==> config.mk <==
export PLATFORM = sky130hd
export DESIGN_NAME = datapath_sequencer
export DESIGN_NICKNAME = d
export VERILOG_FILES = /design/src/rtl/cpu_types_pkg.sv /design/src/rtl/datapath_sequencer.sv
export SDC_FILE = /design/constraint.sdc
export NUM_CORES = 1
export LEC_CHECK = 0
export ABC_AREA = 1
export BUFFER_PORTS_ARGS = -buffer_cell sky130_fd_sc_hd__buf_4
export CORE_UTILIZATION = 35
export CTS_CLUSTER_SIZE = 14
export DETAILED_ROUTE_END_ITERATION = 10
export PLACE_DENSITY = 0.63
export SYNTH_ARGS = -nofsm -noshare
export SYNTH_HDL_FRONTEND = slang
export SYNTH_SLANG_ARGS = --single-unit
==> constraint.sdc <==
create_clock -name CLK -period 2.6 [get_ports CLK]
set_input_delay 0.52 -clock CLK [delete_from_list [all_inputs] [get_ports CLK]]
set_output_delay 0.52 -clock CLK [all_outputs]
set_load 0.1 [all_outputs]
==> src/rtl/cpu_types_pkg.sv <==
// Shared CPU types: machine word and the multi-cycle sequencer state encoding.
package cpu_types_pkg;

    typedef logic [31:0] word_t;

    typedef enum logic [2:0] {
        FETCH = 3'd0,
        EXEC  = 3'd1,
        MEM   = 3'd2,
        WB    = 3'd3,
        HALT  = 3'd4
    } seq_state_t;

    function automatic logic is_mem_op(input logic rd, input logic wr);
        return rd | wr;
    endfunction

endpackage

==> src/rtl/datapath_sequencer.sv <==
// Handshake-driven FETCH/EXEC/MEM/WB/HALT sequencer gating PC and register-file writes.
// Optional request timeout enabled by DATAPATH_SEQUENCER_TIMEOUT_EN.
module datapath_sequencer
    import cpu_types_pkg::*;
#(
    parameter int unsigned WORD_W   = 32,
    parameter int unsigned CNT_W    = 32,
    parameter int unsigned WAIT_MAX = 255
) (
    input  logic              CLK,
    input  logic              nRST,
    input  logic              ihit,
    input  logic [WORD_W-1:0] imemload,
    input  logic              dhit,
    input  logic [WORD_W-1:0] dmemload,
    input  logic              halt_in,
    input  logic              mem_rd,
    input  logic              mem_wr,
    output logic              imemREN,
    output logic              dmemREN,
    output logic              dmemWEN,
    output logic [WORD_W-1:0] instr_q,
    output logic [WORD_W-1:0] dload_q,
    output logic              pc_wen,
    output logic              rf_wen_gate,
    output logic              halt,
`ifdef DATAPATH_SEQUENCER_TIMEOUT_EN
    output logic              timeout_err,
`endif
    output logic [CNT_W-1:0]  retired
);

    seq_state_t state, next_state;
    logic       waiting;
    logic       wait_expired;

    if (WAIT_MAX < 1) begin : g_wait_max_check
        $error("WAIT_MAX must be at least 1");
    end

    // A request is outstanding whenever FETCH/MEM sees no hit this cycle.
    assign waiting = ((state == FETCH) && !ihit) || ((state == MEM) && !dhit);

`ifdef DATAPATH_SEQUENCER_TIMEOUT_EN
    localparam int unsigned WAIT_W = ($clog2(WAIT_MAX + 1) > 8) ? $clog2(WAIT_MAX + 1) : 8;
    localparam logic [WAIT_W-1:0] WAIT_LAST = WAIT_W'(WAIT_MAX - 1);

    logic [WAIT_W-1:0] wait_cnt;

    // wait_cnt holds (cycles already spent waiting); the WAIT_MAX-th miss expires.
    assign wait_expired = waiting && (wait_cnt == WAIT_LAST);

    always_ff @(posedge CLK) begin
        if (!nRST) begin
            wait_cnt    <= '0;
            timeout_err <= 1'b0;
        end else begin
            wait_cnt <= waiting ? wait_cnt + WAIT_W'(1) : '0;
            if (wait_expired)
                timeout_err <= 1'b1;
        end
    end
`else
    assign wait_expired = 1'b0;
`endif

    always_ff @(posedge CLK) begin
        if (!nRST)
            state <= FETCH;
        else
            state <= next_state;
    end

    always_comb begin
        next_state = state;
        case (state)
            FETCH: begin
                if (ihit)
                    next_state = EXEC;
                else if (wait_expired)
                    next_state = HALT;
            end
            EXEC: begin
                if (halt_in)
                    next_state = HALT;
                else if (is_mem_op(mem_rd, mem_wr))
                    next_state = MEM;
                else
                    next_state = WB;
            end
            MEM: begin
                if (dhit)
                    next_state = WB;
                else if (wait_expired)
                    next_state = HALT;
            end
            WB:      next_state = FETCH;
            HALT:    next_state = HALT;
            default: next_state = FETCH;
        endcase
    end

    always_comb begin
        imemREN     = 1'b0;
        dmemREN     = 1'b0;
        dmemWEN     = 1'b0;
        pc_wen      = 1'b0;
        rf_wen_gate = 1'b0;
        halt        = 1'b0;
        case (state)
            FETCH: imemREN = 1'b1;
            MEM: begin
                dmemWEN = mem_wr;
                dmemREN = mem_rd & ~mem_wr;
            end
            WB: begin
                pc_wen      = 1'b1;
                rf_wen_gate = 1'b1;
            end
            HALT:    halt = 1'b1;
            default: ;
        endcase
    end

    always_ff @(posedge CLK) begin
        if (!nRST) begin
            instr_q <= '0;
            dload_q <= '0;
            retired <= '0;
        end else begin
            if ((state == FETCH) && ihit)
                instr_q <= imemload;
            if ((state == MEM) && dhit && mem_rd && !mem_wr)
                dload_q <= dmemload;
            if (state == WB)
                retired <= retired + CNT_W'(1);
        end
    end

endmodule
=== Word level (Yosys, flattened, before mapping) ===
Cells that the tools add are included.

* Register bits: 99
* Bits of input ports: 71
* Logic and storage cells: 31

* Add/subtract/negate cells: 1
* Equal/unequal tests: 6
* Mux-type cells: 10
* Bitwise logic cells: 3
* Reduce and logical (&&, ||, !) cells: 7

{| class="wikitable"
|+ Operator list
! operator !! number
|-
| $add 32x1->32 const B || 1
|-
| $pmux 3 s4 || 1
|-
| $mux 3 || 3
|-
| $eq 3x2->1 const B || 2
|-
| $mux 1 || 6
|-
| $logic_and 1x1->1 || 4
|-
| $ne 2x2->1 const B || 2
|-
| $eq 3x1->1 const B || 1
|-
| $eq 3x3->1 const B || 1
|-
| $logic_not 3->1 || 1
|-
| $reduce_and 2->1 || 1
|-
| $and 1x1->1 || 1
|-
| $logic_not 1->1 || 1
|-
| $not 1->1 || 1
|-
| $or 1x1->1 || 1
|}

=== Depth between registers and ports, before layout ===
Gate-level depths: netlist of the first run.

* Depth in word-level cells: 4
* Mapped depth: 9

=== Worst setup path after synthesis of the first run ===
No wires, ideal clock.

* Path type: reg-to-output
* From: register state[2]
* To: output dmemWEN
* Arrival: 1,941 ps
* Setup slack: 139 ps
* Stages on the path, launching flop included: 4
* Path through: dfxtp_1 nor2_1 nand2_2 nor2_1

* Cells in the longest elaborated chain, start to end: 2

{| class="wikitable"
|+ RTL lines
! element !! line !! text
|-
| start, declared || datapath_sequencer.sv:33 || <nowiki>seq_state_t state, next_state;</nowiki>
|-
| start signal, assigned || datapath_sequencer.sv:71 || <nowiki>state <= next_state;</nowiki>
|-
| $eq 3x2->1 || datapath_sequencer.sv:110 || <nowiki>case (state)</nowiki>
|-
| $mux 1 || datapath_sequencer.sv:110 ||
|-
| end, declared || datapath_sequencer.sv:21 || <nowiki>output logic dmemWEN,</nowiki>
|}

No other way between the ends.

=== Worst setup path in the final report of the first run ===
* From: register state[2]
* To: output dmemREN

* Cells in the longest elaborated chain, start to end: 2

{| class="wikitable"
|+ RTL lines
! element !! line !! text
|-
| $eq 3x2->1 || datapath_sequencer.sv:110 ||
|-
| $mux 1 || datapath_sequencer.sv:110 ||
|-
| end, declared || datapath_sequencer.sv:20 || <nowiki>output logic dmemREN,</nowiki>
|}

No other way between the ends.

==> metrics.md, run 1 <==
| Metric | Value |
|---|---|
| Reg-to-reg slack, setup | `roughly 760 ps` |
| DIE HEIGHT | `113 µm` |
| Final nets | `842` |
| Tcrit/Tclk final | `83.2%` |
| Clock skew | `approximately 9.4 ps` |
| Status | `finished, final reports clean` |
| Cell Area, Synth | `approximately 4300 µm²` |
| Cells along the critical path | `nor2_1, nand2_2, nor2_4, buf_4` |
| Final WL | `12200 µm` |
| Syn avg cell area | `approximately 7 µm²` |
| DRC | `0` |
| WP data arrival | `1640 ps` |
| Largest stage delay, worst path | `around 380 ps` |
| # hold bufs at CTS | `0` |
| Vias per cell | `4.91` |
| CP Capture Type | `output pin` |
| Drt initial violations | `197` |
| Core footprint | `12000 µm²` |
| Critical path peak fanout | `10` |
| Total GRT Usage | `between 10% and 20%` |
| TNS Setup | `0 ps` |
| Antenna-violating nets left | `0` |
| MaxCap Viol Count | `0` |
| Largest net degree at the start of global routing | `40` |
| Clock Latency Late Sink | `350 ps` |
| Worst Path Required | `between 2000 and 2500 ps` |
| Fmax | `462 MHz` |
| Post_cts resized | `0` |
| Root Buffer | `clkbuf_16` |
| RSZ-0062 raised after global routing | `false` |
| Critical Path Source Type | `flip-flop` |
| Class of the worst hold path | `input port to flip-flop` |
| I/O Pins | `173` |
| Non-Filler Instances | `922` |
| Critical path class | `flip-flop to output pin` |
| Syn_nets | `687` |
| Cts bufs inserted | `9` |
| First-pass DRT Iterations | `4` |
| Post-synth cell types | `29` |
| Clock sink count | `99` |
| Rows | `40` |
| PwrDens | `627 nW/µm²` |
| Max-slew violations | `0` |
| CTS Buffer Depth | `2` |
| Register area share after synthesis | `45.8%` |
| Worst-margin pin slew | `565 ps` |
| Synth top area share | `between 40% and 50%` |
| Placed Cells | `906` |
| Clock slew at reported path FFs | `60 ps` |
| Detailed placer's ending HPWL | `8940 µm` |
| Critical-path top delay cell | `dfxtp_1` |
| Syn Inst Count | `615` |
| Initial core utilization | `36.0%` |
| First-pass GRT wire length | `around 20000 µm` |
| GRT overflow | `0` |
| Die area | `approximately 13000 µm²` |
| Antenna diodes | `0` |
| Die boundary width | `113 µm` |
| Vias in the first global route | `4202` |
| Post-synth top area cell | `dfxtp_1` |
| Synth warnings | `0` |
| Main area contributors after synthesis | `dfxtp_1 (46%), nand2_1 (13%), nand3_1 (11%)` |
| I/O Buffers | `172` |
| #FFs+latches synth | `99` |
| Max rail drop VDD | `0.312 mV` |
| Hold Vio Cnt, Final | `0` |
| Setup Fix Bufs, Post-CTS | `0` |
| Pleak | `approximately 2.6 nW` |
| Gpl congestion | `roughly 0.87` |
| # fillers | `about 1200` |
| Depth of the CTS H-tree | `3` |
| P&R area growth vs syn | `37.7%` |
| CTS tree | `yes` |
| Relative slew slack | `62.2%` |
| Setup violators final | `0` |
| WL/cell | `13.3 µm` |
| Fin crit period | `approximately 2200 ps` |
| Initial antenna violation count | `0` |
| Share of cells above drive strength 1 | `26.8%` |
| Via Count | `4530` |
[critical path, delay by kind of cell (launching register included)]
family | cells | cell delay (ps)
buffers and inverters | 1 | 330
DFF | 1 | 380
and+or+nand+nor | 3 | 580
[kinds of logic (layout without fill, tap and decap cells)]
kind of cell               Yosys count  in the layout  synth area share [%]
AOI/OAI and AO/OA                   93             93                  10.9
DFF                                 99             99                  45.8
buffers and inverters               88            248                  8.85
adders and majority gates            1              1                 0.289
and+or+nand+nor                    333            333                  34.0
xor gates and xnor gates             1              1                 0.202
[final timing paths]
kind                                               start                        to  depth (start not counted)
worst max-delay path               state[2]$_SDFFE_PN0P_                   dmemREN                          4
worst max register to register   retired[0]$_SDFFE_PN0P_  retired[28]$_SDFFE_PN0P_                          9
worst min-delay path                             halt_in     state[2]$_SDFFE_PN0P_                          3
worst min register to register  instr_q[30]$_SDFFE_PN0P_  instr_q[30]$_SDFFE_PN0P_                          2
[synthesized netlist by cell type]
cell type    n
nor2_8       1
inv_2        2
clkbuf_1    17
buf_4        4
a21oi_1     81
nand3b_1     1
o21ai_1      1
xnor2_1      1
and3_1       1
inv_1       53
nor2_1      58
nand3_1     96
nor3_1       7
o21ai_0      8
nor2_4       2
nor2_2       5
o21a_1       1
o22ai_1      1
buf_2        6
ha_1         1
dfxtp_1     99
nor3b_1      1
nor3_2       1
a31oi_1      1
buf_1        2
nand2_2      4
nand2_1    147
nand4_1      9
buf_6        4
[metal layers]
metal,GRT usage (%),wire [µm],up-vias
met3,4.77,876,15
li1,-,-,2313
met1,24.6,5480,2054
met2,32.3,5670,148
met5,0,0,-
met4,8.42,214,0
[metrics by stage]
step	setup slack, ps	util, %	total power, mW	cell area (µm²)	hold slack (ps)
4_1_cts	410	49.6	3.79	5960	436
3_5_place_dp	752	47.3	2.51	5680	454
5_1_grt	318	49.6	3.90	5960	443
3_3_place_gp	752	47.3	2.50	5680	449
6_report	437	49.6	3.74	5960	448
2_1_floorplan	139	-	2.29	4330	566
[state kept, by name (all words and copies together), names as in the netlist]
register and flops:
instr_q 32, dload_q 32, state 3, retired 32
[power by group]
group | switching [mW] | internal [mW]
registers | 0.0371 | 1.57
logic | 0.651 | 0.212
clock network | 0.583 | 0.679
total | 1.27 | 2.46
[area by class of cell]
type                    count  area, µm²  area share [%]
well taps                 147        184            3.09
clock buffers              11        243            4.07
flip-flops and latches     99       1980            33.3
clock inverters             5       38.8           0.651
multi-input cells         428       1960            32.9
inverters                  55        206            3.46
repair buffers            177       1340            22.5
[placed cells by master (no fill, tap or decap), drive strengths merged]
master and n:
xnor2 1, clkbuf 11, a21oi 81, o21ai 9
nor3 8, clkinv 4, nand3 96, dfxtp 99
o22ai 1, nand4 9, nand2 151, o21a 1
nor3b 1, inv 55, ha 1, buf 177
a31oi 1, nand3b 1, nor2 66, and3 1
clkinvlp 1
Note: power is estimated with default switching activity, not from simulation.
==> run 2: changes to the inputs <==
PLACE_DENSITY = 0.65   (was 0.63)
clock period = 1.75 ns   (was 2.6 ns; I/O delays follow)
==> metrics.md, run 2 (synthesis gave the netlist of run 1 again) <==
| Metric | Value |
|---|---|
| Status | `finished, final reports clean` |
| Final nets | `853 (+1.3%)` |
| Root Buffer | `clkbuf_16` |
| Worst-margin pin slew | `579 ps (+13.6 ps)` |
| Clock skew | `4.26 ps (-5.16 ps)` |
| DRC | `0 (unchanged)` |
| Max rail drop VDD | `0.624 mV (+100%)` |
| Critical Path Source Type | `flip-flop` |
| Fmax | `around 600 MHz` |
| WP data arrival | `1320 ps (-320 ps)` |
| Vias in the first global route | `4226 (+0.57%)` |
| Via Count | `4602 (+1.6%)` |
| Drt initial violations | `317 (+61%)` |
| Worst Path Required | `1400 ps (-680 ps)` |
| # fillers | `1185 (-1.3%)` |
| I/O Buffers | `172 (unchanged)` |
| Final Cell Area | `6140 µm² (+3.0%)` |
| Vias per cell | `4.94 (+0.50%)` |
| Non-Filler Instances | `932 (+1.1%)` |
| Antenna diodes | `0 (unchanged)` |
| Share of cells above drive strength 1 | `31.6% (+4.8 points)` |
| Core footprint | `12000 µm² (unchanged)` |
| Class of the worst hold path | `input port to flip-flop` |
| Gpl congestion | `0.882 (+1.8%)` |
| DIE HEIGHT | `113 µm (unchanged)` |
| Layout Utilization | `51.1% (+1.5 points)` |
| Die area | `12800 µm² (unchanged)` |
| Storage element area | `2020 µm² (+2.0%)` |
| Pleak | `2.64 nW (+3.3%)` |
| CTS tree | `yes` |
| Clock slew at reported path FFs | `70 ps (about the same)` |
| Post-DP Area | `5780 µm² (+1.9%)` |
| P&R area growth vs syn | `41.8%` |
| Critical path peak fanout | `3 (-7)` |
| First-pass DRT Iterations | `4 (unchanged)` |
| Final WS setup | `78.7 ps (-359 ps)` |
| Cts bufs inserted | `9 (unchanged)` |
| Setup violators final | `0 (unchanged)` |
| Rows | `40 (unchanged)` |
| Max-slew violations | `0 (unchanged)` |
| Relative slew slack | `61.3% (-0.91 points)` |
| Hold Vio Cnt, Final | `0 (unchanged)` |
| Detailed placer's ending HPWL | `9180 µm (+2.8%)` |
| Final WL | `12600 µm (+2.6%)` |
| Critical path class | `flip-flop to output pin` |
| Hold path depth | `3 (unchanged)` |
| GRT overflow | `0 (unchanged)` |
| CP Capture Type | `output pin` |
| Placed Cells | `914 (+0.88%)` |
| I/O Pins | `173 (unchanged)` |
| Tcrit/Tclk final | `a little over nine tenths` |
| Depth of the CTS H-tree | `3 (unchanged)` |
| # hold bufs at CTS | `0 (unchanged)` |
| CTS Buffer Depth | `2 (unchanged)` |
| MaxCap Viol Count | `0 (unchanged)` |
| Clock Latency Late Sink | `340 ps (about the same)` |
| Fin crit period | `between 1500 and 2000 ps` |
| Clock sink count | `99 (unchanged)` |
| First-pass GRT wire length | `20100 µm (+0.31%)` |
| Placement Setup Slack | `138 ps (-614 ps)` |
| Area of the multi-input gates | `1980 µm² (+1.0%)` |
| Die boundary width | `113 µm (unchanged)` |
| Total GRT Usage | `19.5% (-0.14 points)` |
| Antenna-violating nets left | `0 (unchanged)` |
| Most frequent cells in the layout | `buf_4 (182), nand2_1 (147), nand3_1 (96)` |
| WL/cell | `13.5 µm (+1.5%)` |
| Largest net degree at the start of global routing | `47 (+18%)` |
| PwrDens | `920 nW/µm² (+47%)` |
| Initial core utilization | `36.0% (unchanged)` |
| Commonest non-fill, non-tap cell in the layout | `buf_4` |
| Regs by FF count | `dload_q (32), instr_q (32), retired (32)` |
| Initial antenna violation count | `0 (unchanged)` |
| R2R cell count | `9 (unchanged)` |
==> run 2: layout make-up <==
class                      count  share of cell area (%)
tap                          147                    3.00
multi-input combinational    428                    32.3
sequential                    99                    33.0
inverter                      55                    3.36
clock inverter                 3                   0.347
timing repair buffer         188                    23.7
clock buffer                  12                    4.36
==> run 2: final timing paths <==
| check | start | endpoint | slack, ps |
|---|---|---|---|
| max reg2reg | state[1]$_SDFFE_PN0P_ | retired[22]$_SDFFE_PN0P_ | 170 |
| min | halt_in | state[2]$_SDFFE_PN0P_ | 280 |
| min reg2reg | retired[2]$_SDFFE_PN0P_ | retired[2]$_SDFFE_PN0P_ | 450 |
| max | state[2]$_SDFFE_PN0P_ | halt | 80 |
==> run 2: per-stage QoR <==
step	TNS [ps]	power, mW	hold WS [ps]
global placement	0	3.73	441
detailed placement	0	3.75	447
global route	-0.921	5.86	273
CTS	0	5.70	262
finish	0	5.64	277
floorplan	0	3.40	493
==> run 2: worst max-delay path, stage by stage (launching register included) <==
cell     delay, ps
dfxtp_1        390
buf_4          170
nand2_1         70
inv_1           50
buf_4          290
==> run 2: power breakdown <==
group	leakage (nW)	switching (mW)	total, mW	internal, mW
sequential	0.817	0.0561	2.39	2.34
clock	0.140	0.837	1.92	1.08
combinational	1.68	0.980	1.33	0.351
==> run 2: timing repair <==
action | 4_1_cts | 5_1_grt
setup endpoints to repair | 5 | 8
pin swaps | 1 | 3
cloned | 0 | 0
gates resized for setup | 6 | 6
setup buffers | 2 | 1
==> run 2: per-layer routing <==
metal,vias to the layer above,wire [µm],global-route usage (%)
met5,-,0,0
met4,0,279,8.68
met2,138,6140,33.4
met3,20,740,4.71
li1,2331,-,-
met1,2113,5400,23.2
==> run 3: changes to the inputs <==
CELL_PAD_IN_SITES_DETAIL_PLACEMENT = 0   (was not set)
CELL_PAD_IN_SITES_GLOBAL_PLACEMENT = 1   (was not set)
CORE_UTILIZATION = 33   (was 35)
PLACE_DENSITY = 0.81   (was 0.65)
clock period = 1.8 ns   (was 1.75 ns; I/O delays follow)
==> metrics.md, run 3 (synthesis gave the netlist of run 1 again) <==
| Metric | Value |
|---|---|
| Status | `finished, final reports clean` |
| Final Cell Area | `6170 µm² (+0.53%)` |
| Die area | `13600 µm² (+6.0%)` |
| GRT overflow | `0 (unchanged)` |
| P&R area growth vs syn | `42.5%` |
| Detailed placer's ending HPWL | `9650 µm (+5.0%)` |
| DRC | `0 (unchanged)` |
| Commonest non-fill, non-tap cell in the layout | `buf_4` |
| Die boundary width | `117 µm (+2.9%)` |
| Clock share of power | `34.2% (+0.2 points)` |
| Rows | `41 (+2.5%)` |
| Placed Cells | `940 (+2.8%)` |
| Initial antenna violation count | `0 (unchanged)` |
| Final WL | `13100 µm (+4.2%)` |
| I/O Buffers | `172 (unchanged)` |
| Vias per cell | `4.77 (-3.3%)` |
| Critical Path Source Type | `flip-flop` |
| Root Buffer | `clkbuf_16` |
| NetSw | `1.85 mW (-1.2%)` |
| WL/cell | `13.6 µm (+1.1%)` |
| I/O Pins | `173 (unchanged)` |
| Regs by FF count | `dload_q (32), instr_q (32), retired (32)` |
| Drt initial violations | `173 (-45%)` |
| Fmax | `590 MHz` |
| CTS tree | `yes` |
| Relative slew slack | `77.8% (+16 points)` |
| Pleak | `2.64 nW (about the same)` |
| Largest net degree at the start of global routing | `33 (-30%)` |
| Worst Path Required | `1440 ps (+40 ps)` |
| Share of cells above drive strength 1 | `31.6% (about the same)` |
| Most frequent cells in the layout | `buf_4 (184), nand2_1 (147), nand3_1 (96)` |
| Antenna diodes | `0 (unchanged)` |
| Setup violators final | `0 (unchanged)` |
| Via Count | `4582 (-0.43%)` |
| Worst-margin pin slew | `334 ps (-245 ps)` |
| Max rail drop VDD | `0.402 mV (-36%)` |
| PwrDens | `888 nW/µm² (-3.5%)` |
| Critical path peak fanout | `3 (unchanged)` |
| DIE HEIGHT | `117 µm (+2.9%)` |
| Vias in the first global route | `4304 (+1.8%)` |
| Hold Vio Cnt, Final | `0 (unchanged)` |
| RSZ-0062 raised after global routing | `false` |
| Initial core utilization | `34.0% (-2.0 points)` |
| Clock sink count | `99 (unchanged)` |
| Reg power frac | `42.4% (about the same)` |
| MaxCap Viol Count | `0 (unchanged)` |
| Non-Filler Instances | `960 (+3.0%)` |
| Clock skew | `5.87 ps (+1.61 ps)` |
| CTS Buffer Depth | `2 (unchanged)` |
| Combinational fraction of design power | `23.4% (-0.2 points)` |
| CP Capture Type | `output pin` |
| Max-slew violations | `0 (unchanged)` |
| Post-DP Area | `5810 µm² (+0.54%)` |
| Clock Latency Late Sink | `350 ps (about the same)` |
| Internal power | `3.63 mW (-3.9%)` |
| # fillers | `1337 (+13%)` |
| WHS | `276 ps (-0.468 ps)` |
| Gpl congestion | `0.819 (-7.1%)` |
| Cts bufs inserted | `9 (unchanged)` |
| WP data arrival | `1340 ps (+20 ps)` |
| Tcrit/Tclk final | `94.2%` |
| Critical path class | `flip-flop to output pin` |
| Total GRT Usage | `19.4% (-0.11 points)` |
| Core footprint | `12700 µm² (+5.9%)` |
| Layout Utilization | `48.5% (-2.6 points)` |
| Sw Share | `33.8% (+0.62 points)` |
| First-pass DRT Iterations | `4 (unchanged)` |
| Clock slew at reported path FFs | `70 ps (about the same)` |
| Final nets | `855 (+0.23%)` |
| First-pass GRT wire length | `20500 µm (+2.2%)` |
| Antenna-violating nets left | `0 (unchanged)` |
| Depth of the CTS H-tree | `3 (unchanged)` |
| Power, Total | `5.48 mW (-3.0%)` |
| Fin crit period | `1700 ps` |
| Class of the worst hold path | `input port to flip-flop` |
==> run 3: per-stage QoR <==
stage,setup TNS [ps],worst slack (ps)
6_report,0,104
5_1_grt,0,29.6
4_1_cts,0,29.5
3_5_place_dp,0,240
3_3_place_gp,0,297
2_1_floorplan,-38.3,-38.3
==> run 3: layout make-up <==
| type | count | area (µm²) | area share [%] |
|---|---|---|---|
| repair buffers | 190 | 1470 | 23.8 |
| clock inverters | 5 | 33.8 | 0.548 |
| flip-flops and latches | 99 | 2020 | 32.7 |
| clock buffers | 11 | 254 | 4.12 |
| multi-input cells | 428 | 1970 | 32.0 |
| well taps | 172 | 215 | 3.49 |
| inverters | 55 | 206 | 3.35 |
==> run 3: timing repair <==
action / in CTS / in global routing
gates resized for setup: 7 / 4
buffers inserted: 2 / 2
hold buffers: 0 / 0
pin swaps: 1 / 2
setup endpoints to repair: 5 / 2
==> run 3: layer usage <==
metal  part of all wire [%]  track usage (%)  routed length [µm]  vias to the layer above
met5                      0                0                   0                        -
met3                    7.3             5.60                 949                       18
met1                     43             23.1                5680                     2105
li1                       -                -                   -                     2334
met4                    2.1             8.55                 276                        0
met2                     47             32.5                6170                      125
==> run 3: final timing paths <==
path | from | to | slack, ps | cells past startpoint
worst min register to register | retired[0]$_SDFFE_PN0P_ | retired[0]$_SDFFE_PN0P_ | 450 | 1
worst max-delay path | state[2]$_SDFFE_PN0P_ | halt | 100 | 4
worst max register to register | state[1]$_SDFFE_PN0P_ | retired[24]$_SDFFE_PN0P_ | 240 | 9
worst min-delay path | halt_in | state[2]$_SDFFE_PN0P_ | 280 | 3
==> run 3: worst max-delay path, stage by stage (launching register included) <==
cell and delay (ps):
dfxtp_1 380, buf_4 170, nand2_1 80, inv_1 70, buf_4 290
==> run 3: power groups by stage <==
| stage | registers (mW) | logic [mW] | clock network [mW] |
|---|---|---|---|
| finish | 2.32 | 1.28 | 1.87 |
| global route | 2.33 | 1.34 | 2.02 |
| CTS | 2.32 | 1.28 | 1.95 |
| detailed placement | 2.37 | 1.27 | 0 |
| global placement | 2.37 | 1.26 | 0 |
| floorplan | 2.91 | 0.399 | 0 |
